$ cat config.mk
export PLATFORM = sky130hd
export DESIGN_NAME = gelato_ifetch_flat
export DESIGN_NICKNAME = d
export VERILOG_FILES = /design/src/rtl/gelato_ifetch_if.sv /design/src/rtl/gelato_ifetch.sv /design/src/flat_wrapper.sv
export SDC_FILE = /design/constraint.sdc
export NUM_CORES = 1
export LEC_CHECK = 0
export CAP_MARGIN = 20
export CORE_MARGIN = 4
export CORE_UTILIZATION = 39
export CTS_BUF_LIST = sky130_fd_sc_hd__clkbuf_2 sky130_fd_sc_hd__clkbuf_4 sky130_fd_sc_hd__clkbuf_8
export DETAILED_ROUTE_END_ITERATION = 8
export PLACE_DENSITY = 0.94
export SETUP_SLACK_MARGIN = 0.02
export SYNTH_ARGS = -nofsm -noshare
export SYNTH_HDL_FRONTEND = slang
export SYNTH_SLANG_ARGS = --single-unit
$ cat constraint.sdc
create_clock -name clk -period 1.7 [get_ports clk]
set_input_delay 0.34 -clock clk [delete_from_list [all_inputs] [get_ports clk]]
set_output_delay 0.34 -clock clk [all_outputs]
set_load 0.03 [all_outputs]
$ cat src/rtl/gelato_ifetch_if.sv
// gelato_fetchskd_ifetch_if: fetch-scheduler -> ifetch PC channel carrying one {pc, warp, split} tuple per handshake.
interface gelato_fetchskd_ifetch_if #(
    parameter int ADDR_WIDTH      = 32,
    parameter int WARP_NUM_WIDTH  = 5,
    parameter int SPLIT_NUM_WIDTH = 3
);
    logic                       inst_pc_valid;
    logic                       inst_pc_ready;
    logic [ADDR_WIDTH-1:0]      inst_pc_pc;
    logic [WARP_NUM_WIDTH-1:0]  inst_pc_warp_num;
    logic [SPLIT_NUM_WIDTH-1:0] inst_pc_split_table_num;
    modport master (
        output inst_pc_valid, inst_pc_pc, inst_pc_warp_num, inst_pc_split_table_num,
        input  inst_pc_ready
    );
    modport slave (
        input  inst_pc_valid, inst_pc_pc, inst_pc_warp_num, inst_pc_split_table_num,
        output inst_pc_ready
    );
endinterface

$ cat src/rtl/gelato_ifetch.sv
// gelato_ifetch: single-outstanding instruction fetch unit with per-warp flush.
// Define GELATO_IFETCH_PERF_EN to add the perf_fetch_cnt / perf_stall_cnt counters.
module gelato_ifetch #(
    parameter int ADDR_WIDTH      = 32,
    parameter int INST_WIDTH      = 32,
    parameter int WARP_NUM_WIDTH  = 5,
    parameter int SPLIT_NUM_WIDTH = 3
) (
    input  logic                       clk,
    input  logic                       rst,
    input  logic                       rdy,
    gelato_fetchskd_ifetch_if.slave    pc_if,
    output logic                       icache_req_valid,
    input  logic                       icache_req_ready,
    output logic [ADDR_WIDTH-1:0]      icache_req_addr,
    input  logic                       icache_rsp_valid,
    input  logic [INST_WIDTH-1:0]      icache_rsp_data,
    input  logic                       flush_valid,
    input  logic [WARP_NUM_WIDTH-1:0]  flush_warp_num,
    output logic                       inst_valid,
    input  logic                       inst_ready,
    output logic [INST_WIDTH-1:0]      inst_data,
    output logic [ADDR_WIDTH-1:0]      inst_pc,
    output logic [WARP_NUM_WIDTH-1:0]  inst_warp_num,
    output logic [SPLIT_NUM_WIDTH-1:0] inst_split_table_num,
    output logic                       inst_misaligned
`ifdef GELATO_IFETCH_PERF_EN
    ,
    output logic [31:0]                perf_fetch_cnt,
    output logic [31:0]                perf_stall_cnt
`endif
);
    typedef enum logic [2:0] {IDLE, REQ, WAIT, OUT, DRAIN} state_e;
    state_e                     state_q, state_d;
    logic [ADDR_WIDTH-1:0]      pc_q, pc_d;
    logic [WARP_NUM_WIDTH-1:0]  warp_q, warp_d;
    logic [SPLIT_NUM_WIDTH-1:0] split_q, split_d;
    logic [INST_WIDTH-1:0]      data_q, data_d;
    logic                       flush_hit;
    assign flush_hit = rdy && flush_valid && flush_warp_num == warp_q;
    always_comb begin
        state_d = state_q;
        pc_d    = pc_q;
        warp_d  = warp_q;
        split_d = split_q;
        data_d  = data_q;
        if (rdy) begin
            case (state_q)
                IDLE: if (pc_if.inst_pc_valid) begin
                    pc_d    = pc_if.inst_pc_pc;
                    warp_d  = pc_if.inst_pc_warp_num;
                    split_d = pc_if.inst_pc_split_table_num;
                    state_d = REQ;
                end
                // a flushed request that was already accepted must still have its response drained
                REQ: state_d = flush_hit ? (icache_req_ready ? DRAIN : IDLE) : (icache_req_ready ? WAIT : REQ);
                WAIT: begin
                    data_d  = (icache_rsp_valid && !flush_hit) ? icache_rsp_data : data_q;
                    state_d = icache_rsp_valid ? (flush_hit ? IDLE : OUT) : (flush_hit ? DRAIN : WAIT);
                end
                OUT: state_d = (flush_hit || inst_ready) ? IDLE : OUT;
                DRAIN: state_d = icache_rsp_valid ? IDLE : DRAIN;
                default: state_d = IDLE;
            endcase
        end
    end
    always_ff @(posedge clk) begin
        if (rst) begin
            state_q <= IDLE;
            pc_q    <= '0;
            warp_q  <= '0;
            split_q <= '0;
            data_q  <= '0;
        end else begin
            state_q <= state_d;
            pc_q    <= pc_d;
            warp_q  <= warp_d;
            split_q <= split_d;
            data_q  <= data_d;
        end
    end
    assign pc_if.inst_pc_ready   = state_q == IDLE;
    assign icache_req_valid      = state_q == REQ;
    assign icache_req_addr       = {pc_q[ADDR_WIDTH-1:2], 2'b00};
    assign inst_valid            = state_q == OUT;
    assign inst_data             = data_q;
    assign inst_pc               = pc_q;
    assign inst_warp_num         = warp_q;
    assign inst_split_table_num  = split_q;
    assign inst_misaligned       = |pc_q[1:0];
`ifdef GELATO_IFETCH_PERF_EN
    logic [31:0] fetch_cnt_q, fetch_cnt_d, stall_cnt_q, stall_cnt_d;
    // a flushed instruction is dropped, so it does not count as fetched
    always_comb begin
        fetch_cnt_d = fetch_cnt_q + 32'(rdy && state_q == OUT && inst_ready && !flush_hit);
        stall_cnt_d = stall_cnt_q + 32'(rdy && state_q inside {REQ, WAIT, DRAIN});
    end
    always_ff @(posedge clk) begin
        if (rst) begin
            fetch_cnt_q <= '0;
            stall_cnt_q <= '0;
        end else begin
            fetch_cnt_q <= fetch_cnt_d;
            stall_cnt_q <= stall_cnt_d;
        end
    end
    assign perf_fetch_cnt = fetch_cnt_q;
    assign perf_stall_cnt = stall_cnt_q;
`endif
endmodule

$ cat src/flat_wrapper.sv
// flat-port wrapper written by rule: the top's interface ports become plain ports
module gelato_ifetch_flat 
#(
    parameter int ADDR_WIDTH      = 32,
    parameter int INST_WIDTH      = 32,
    parameter int WARP_NUM_WIDTH  = 5,
    parameter int SPLIT_NUM_WIDTH = 3
)
  (clk, rst, rdy, icache_req_valid, icache_req_ready, icache_req_addr, icache_rsp_valid, icache_rsp_data, flush_valid, flush_warp_num, inst_valid, inst_ready, inst_data, inst_pc, inst_warp_num, inst_split_table_num, inst_misaligned, pc_if_inst_pc_valid, pc_if_inst_pc_pc, pc_if_inst_pc_warp_num, pc_if_inst_pc_split_table_num, pc_if_inst_pc_ready);
  gelato_fetchskd_ifetch_if #(.ADDR_WIDTH(ADDR_WIDTH), .WARP_NUM_WIDTH(WARP_NUM_WIDTH), .SPLIT_NUM_WIDTH(SPLIT_NUM_WIDTH)) pc_if_i ();
  input  logic clk;
  input  logic rst;
  input  logic rdy;
  output logic icache_req_valid;
  input  logic icache_req_ready;
  output logic [ADDR_WIDTH-1:0] icache_req_addr;
  input  logic icache_rsp_valid;
  input  logic [INST_WIDTH-1:0] icache_rsp_data;
  input  logic flush_valid;
  input  logic [WARP_NUM_WIDTH-1:0] flush_warp_num;
  output logic inst_valid;
  input  logic inst_ready;
  output logic [INST_WIDTH-1:0] inst_data;
  output logic [ADDR_WIDTH-1:0] inst_pc;
  output logic [WARP_NUM_WIDTH-1:0] inst_warp_num;
  output logic [SPLIT_NUM_WIDTH-1:0] inst_split_table_num;
  output logic inst_misaligned;
  input wire logic [$bits(pc_if_i.inst_pc_valid)-1:0] pc_if_inst_pc_valid;
  input wire logic [$bits(pc_if_i.inst_pc_pc)-1:0] pc_if_inst_pc_pc;
  input wire logic [$bits(pc_if_i.inst_pc_warp_num)-1:0] pc_if_inst_pc_warp_num;
  input wire logic [$bits(pc_if_i.inst_pc_split_table_num)-1:0] pc_if_inst_pc_split_table_num;
  output wire logic [$bits(pc_if_i.inst_pc_ready)-1:0] pc_if_inst_pc_ready;
  assign pc_if_i.inst_pc_valid = pc_if_inst_pc_valid;
  assign pc_if_i.inst_pc_pc = pc_if_inst_pc_pc;
  assign pc_if_i.inst_pc_warp_num = pc_if_inst_pc_warp_num;
  assign pc_if_i.inst_pc_split_table_num = pc_if_inst_pc_split_table_num;
  assign pc_if_inst_pc_ready = pc_if_i.inst_pc_ready;
  gelato_ifetch #(.ADDR_WIDTH(ADDR_WIDTH), .INST_WIDTH(INST_WIDTH), .WARP_NUM_WIDTH(WARP_NUM_WIDTH), .SPLIT_NUM_WIDTH(SPLIT_NUM_WIDTH)) u_core (.clk(clk), .rst(rst), .rdy(rdy), .pc_if(pc_if_i), .icache_req_valid(icache_req_valid), .icache_req_ready(icache_req_ready), .icache_req_addr(icache_req_addr), .icache_rsp_valid(icache_rsp_valid), .icache_rsp_data(icache_rsp_data), .flush_valid(flush_valid), .flush_warp_num(flush_warp_num), .inst_valid(inst_valid), .inst_ready(inst_ready), .inst_data(inst_data), .inst_pc(inst_pc), .inst_warp_num(inst_warp_num), .inst_split_table_num(inst_split_table_num), .inst_misaligned(inst_misaligned));
endmodule
* After elaboration in Yosys (flattened, before gate mapping) *
Cells that the tools add are included.

storage, ports and cells
  bits in registers = 75
  bits of input ports = 85
  output and inout bits = 108
  logic and storage cells = 31

cells by class
  eq/ne operators = 6
  muxes and demuxes = 10
  reduce and logical (&&, ||, !) cells = 10

operators with widths
  kind                                                  count
  2-to-1 mux 3 bit                                      6
  one-hot mux 3 bit (5 select lines)                    1
  equality test 3 x 2 -> 1 bit (second input constant)  2
  2-to-1 mux 2 bit                                      3
  AND reduction 3 bit                                   2
  equality test 5 bit                                   1
  equality test 3 x 1 -> 1 bit (second input constant)  1
  equality test 3 bit (second input constant)           1
  logical AND 1 bit                                     3
  zero test 3 bit                                       1
  inequality test 2 bit (second input constant)         1
  AND reduction 2 bit                                   1
  OR reduction 2 bit                                    1
  zero test 1 bit                                       1
  logical OR 1 bit                                      1

* Depth between registers and ports, before layout *
  word-level depth = 5
  mapped depth = 6
  gate-level depth less buffers = 4

* Least setup slack after synthesis *
Ideal clock, no wire load.

  path type = flip-flop to output port
  from = register u_core.state_q[0]
  to = output port icache_req_valid
  arrival time = 1.336 ns
  required time = 1.360 ns
  path slack = 0.024 ns
  cell stages (with the launch flop) = 3
  path buffers = 1
  path through = dfxtp_1 clkbuf_1 nor3b_1

on the way
  longest elaborated chain between the ends = 1

ends and longest elaborated chain
  element                       RTL line             RTL
  from (decl)                   gelato_ifetch.sv:34  state_e state_q, state_d;
  from (signal assigned)        gelato_ifetch.sv:75  state_q <= state_d;
  equality test 3 x 1 -> 1 bit  gelato_ifetch.sv:83  assign icache_req_valid = state_q == REQ;
  to (decl)                     flat_wrapper.sv:14   output logic icache_req_valid;

Every way passes these cells.

* Worst setup path in the final report *
  from = register u_core.state_q[1]
  to = output port inst_valid

on the way
  longest elaborated chain between the ends = 1

ends and longest elaborated chain
  element                       RTL line             RTL
  equality test 3 x 2 -> 1 bit  gelato_ifetch.sv:85  assign inst_valid = state_q == OUT;
  to (decl)                     flat_wrapper.sv:21   output logic inst_valid;

Every way passes these cells.

==> qor.csv <==
metric;value;unit
post-CTS setup buffer count;0;
maxcap violations;0;
clock latency on the worst-skew pair;330;ps
DR top layer;met4;
worst min path class;in -> reg;
vias in the first global route;3088;
combinational fraction of design power;18.8;%
Synth Register Bits;75;
die area;10200;um^2
die width;101;um
# clock sinks;75;
Syn Inst Count;389;
final wirelength;9540;um
commonest non-fill, non-tap cell in the layout;dlygate4sd2_1;
Lkg Pwr;2.43;nW
layout cell share with drive strength beyond 1;7.64;%
CTS Hold Bufs;0;
Area Growth Syn to Fin;60.9;%
fin crit period;1610;ps
crit-path max cell delay;410;ps
sw frac;24.4;%
CP Class;reg -> out;
Critical Path AT;1270;ps
internal power;0.00345;W
Final Hold Vio Count;0;
I/O pins;193;
mapped cell area;3360;um^2
Required @ worst endpoint;1360;ps
CORE AREA;8300;um^2
Worst Slack Setup Final;94.6;ps
post-synthesis sequential area ratio;44.7;%
Power Density;843;nW/um^2
largest net degree at the start of global routing;60;
Critical Path Fanout Max;8;
clock skew;8.95;ps
final cell count without fillers;655;
critical path cell sequence;buf_4 -> and3b_1 -> buf_12;
worst-case clock buffer depth;2;
YS warnings;0;
final worst-path cycle share;94.4;%
metal1 wirelength;3700;um
library cells used by synthesis;29;
Tot Pwr;0.00456;W
Die Y-Extent;101;um
grt total ovfl;0;
DP Worst Slack;-289;ps
RSZ-0062 raised after global routing;no;
syn_area_per_cell;8.63;um^2
sequential share of power;40.9;%
# port buffers;190;
Setup TNS;0;ps
H-tree levels;3;
detailed-placement wirelength estimate;7220;um
Critical R2R Capture;u_core.inst_data[1]$_SDFFE_PP0P_;
slowest cell on the critical path;dfxtp_1;
initial core utilization;40.4;%
Worst R2R Path Depth;5;
Hold WS;406;ps
initial antenna violation count;0;
CTS tree;done;
row count;33;
Slew Limit Fails;0;
critical path launch point type;flop;
placer congestion estimate;0.772;
outcome;complete, no violations;
clk root buf;clkbuf_8;
1st-iter DRT viols;115;
met3 WL;721;um
Antenna Nets Post-Route;0;
# fillers;713;
reg2reg start;u_core.inst_warp_num[2]$_SDFFE_PP0P_;
Final setup violation count;0;
FMAX;0.623;GHz
CP endpoint kind;output pin;
Met2 Routed Length;4960;um
diodes inserted;0;
switching power of the nets;0.00111;W
Critical Path End;inst_valid;
Overall Global Routing Usage;17.9;%
commonest cells after routing, fill and taps aside;102 x dlygate4sd2_1, 84 x nand2_1, 83 x clkdlybuf4s50_1;
Vias/cell;4.72;
drt pass-1 iters;4;
Worst VDD drop;450;uV
first-pass GRT wire length;14700;um
NumNets Final;630;
Worst Setup SP;u_core.state_q[1]$_SDFFE_PP0P_;
Num CTS Buffers;9;
dpl cells;638;
R2R setup slack;230;ps
clock power share;40.3;%
Routed WL per cell;14.6;um
clock transition at the registers of the reported paths;70;ps
routed via count;3090;
DRC viols;0;
-- flip-flops by register name, summed over array words and instances, names as in the netlist --
| name | flops |
|---|---|
| u_core.inst_data | 32 |
| u_core.inst_pc | 32 |
| u_core.state_q | 3 |
| u_core.inst_split_table_num | 3 |
| u_core.inst_warp_num | 5 |
-- through the flow --
step / area (um^2) / utilization, %
final: 5400 / 65.1
after global routing: 5400 / 65.1
after detailed placement: 5200 / 62.7
after CTS: 5360 / 64.6
after floorplan: 3360 / -
after global placement: 5200 / 62.7
-- final cells by class --
type	instances	area, um^2	area share [%]
tap	105	131	2.43
clock buffer	12	159	2.94
timing repair buffer	202	1960	36.4
inverter	1	3.75	0.0695
clock inverter	4	120	2.22
multi-input combinational	256	1520	28.2
sequential	75	1500	27.8
-- worst min-delay path by stage --
stage	startpoint	endpoint	slack, ps	depth (start not counted)
after floorplan	pc_if_inst_pc_pc[0]	u_core.inst_pc[0]$_SDFFE_PP0P_	480	2
final	rst	u_core.state_q[0]$_SDFFE_PP0P_	410	2
after detailed placement	u_core.inst_split_table_num[0]$_SDFFE_PP0P_	u_core.inst_split_table_num[0]$_SDFFE_PP0P_	450	2
after global placement	u_core.inst_split_table_num[2]$_SDFFE_PP0P_	u_core.inst_split_table_num[2]$_SDFFE_PP0P_	440	2
after global routing	rst	u_core.state_q[2]$_SDFFE_PP0P_	440	2
after CTS	rst	u_core.state_q[0]$_SDFFE_PP0P_	390	2
-- power groups by stage --
| stage | Clock, W | Combinational (W) | Sequential [W] |
|---|---|---|---|
| 2_1_floorplan | 0 | 0.000381 | 0.00201 |
| 3_3_place_gp | 0 | 0.000905 | 0.00190 |
| 3_5_place_dp | 0 | 0.000923 | 0.00191 |
| 4_1_cts | 0.00189 | 0.000860 | 0.00186 |
| 5_1_grt | 0.00196 | 0.000912 | 0.00187 |
| 6_report | 0.00183 | 0.000858 | 0.00186 |
-- per-layer routing --
metal  up-vias  global-route usage (%)
met4         0                    5.18
met1      1423                    20.4
li1       1526                       -
met5         -                       0
met3        16                    4.08
met2       125                    33.0
-- cell families after synthesis --
logic type | count (synthesis) | share of synthesized area, %
other | 1 | 0.112
buffers and inverters | 59 | 11.0
AND/OR/NAND/NOR | 166 | 25.1
flip-flops | 75 | 44.7
AO/OA/AOI/OAI | 50 | 7.86
multiplexers | 33 | 9.84
XOR/XNOR | 5 | 1.30
-- critical path, delay by kind of cell (launching register included) --
| kind | cells | cell delay, ps |
|---|---|---|
| DFF | 1 | 410 |
| buffers and inverters | 2 | 310 |
| and+or+nand+nor | 1 | 220 |
-- synth_stat cells --
cell type,instances,area (um^2)
nand2_1,84,315
dfxtp_1,75,1500
nand2b_1,65,407
a21oi_1,45,225
mux2i_1,33,330
buf_4,32,240
clkbuf_1,18,67.6
xor2_1,5,43.8
buf_2,4,20.0
buf_6,3,33.8
nor2_1,3,11.3
and3b_1,2,17.5
nand3b_1,2,15.0
nor3_1,2,10.0
o21ai_0,2,10.0
a2111o_1,1,11.3
a21oi_2,1,8.76
a22o_1,1,8.76
and3_1,1,6.26
clkbuf_2,1,5.00
conb_1,1,3.75
inv_1,1,3.75
nand3_1,1,5.00
nand4_1,1,6.26
nand4b_1,1,8.76
nor2b_1,1,6.26
nor3b_1,1,7.51
nor4_4,1,21.3
or2_2,1,6.26
-- timing repair --
action | 4_1_cts | 5_1_grt
pin swaps | 0 | 2
endpoints found under the setup margin | 104 | 10
gates cloned | 0 | 1
resized for setup | 104 | 7
Power figures use the tool's default switching activity.
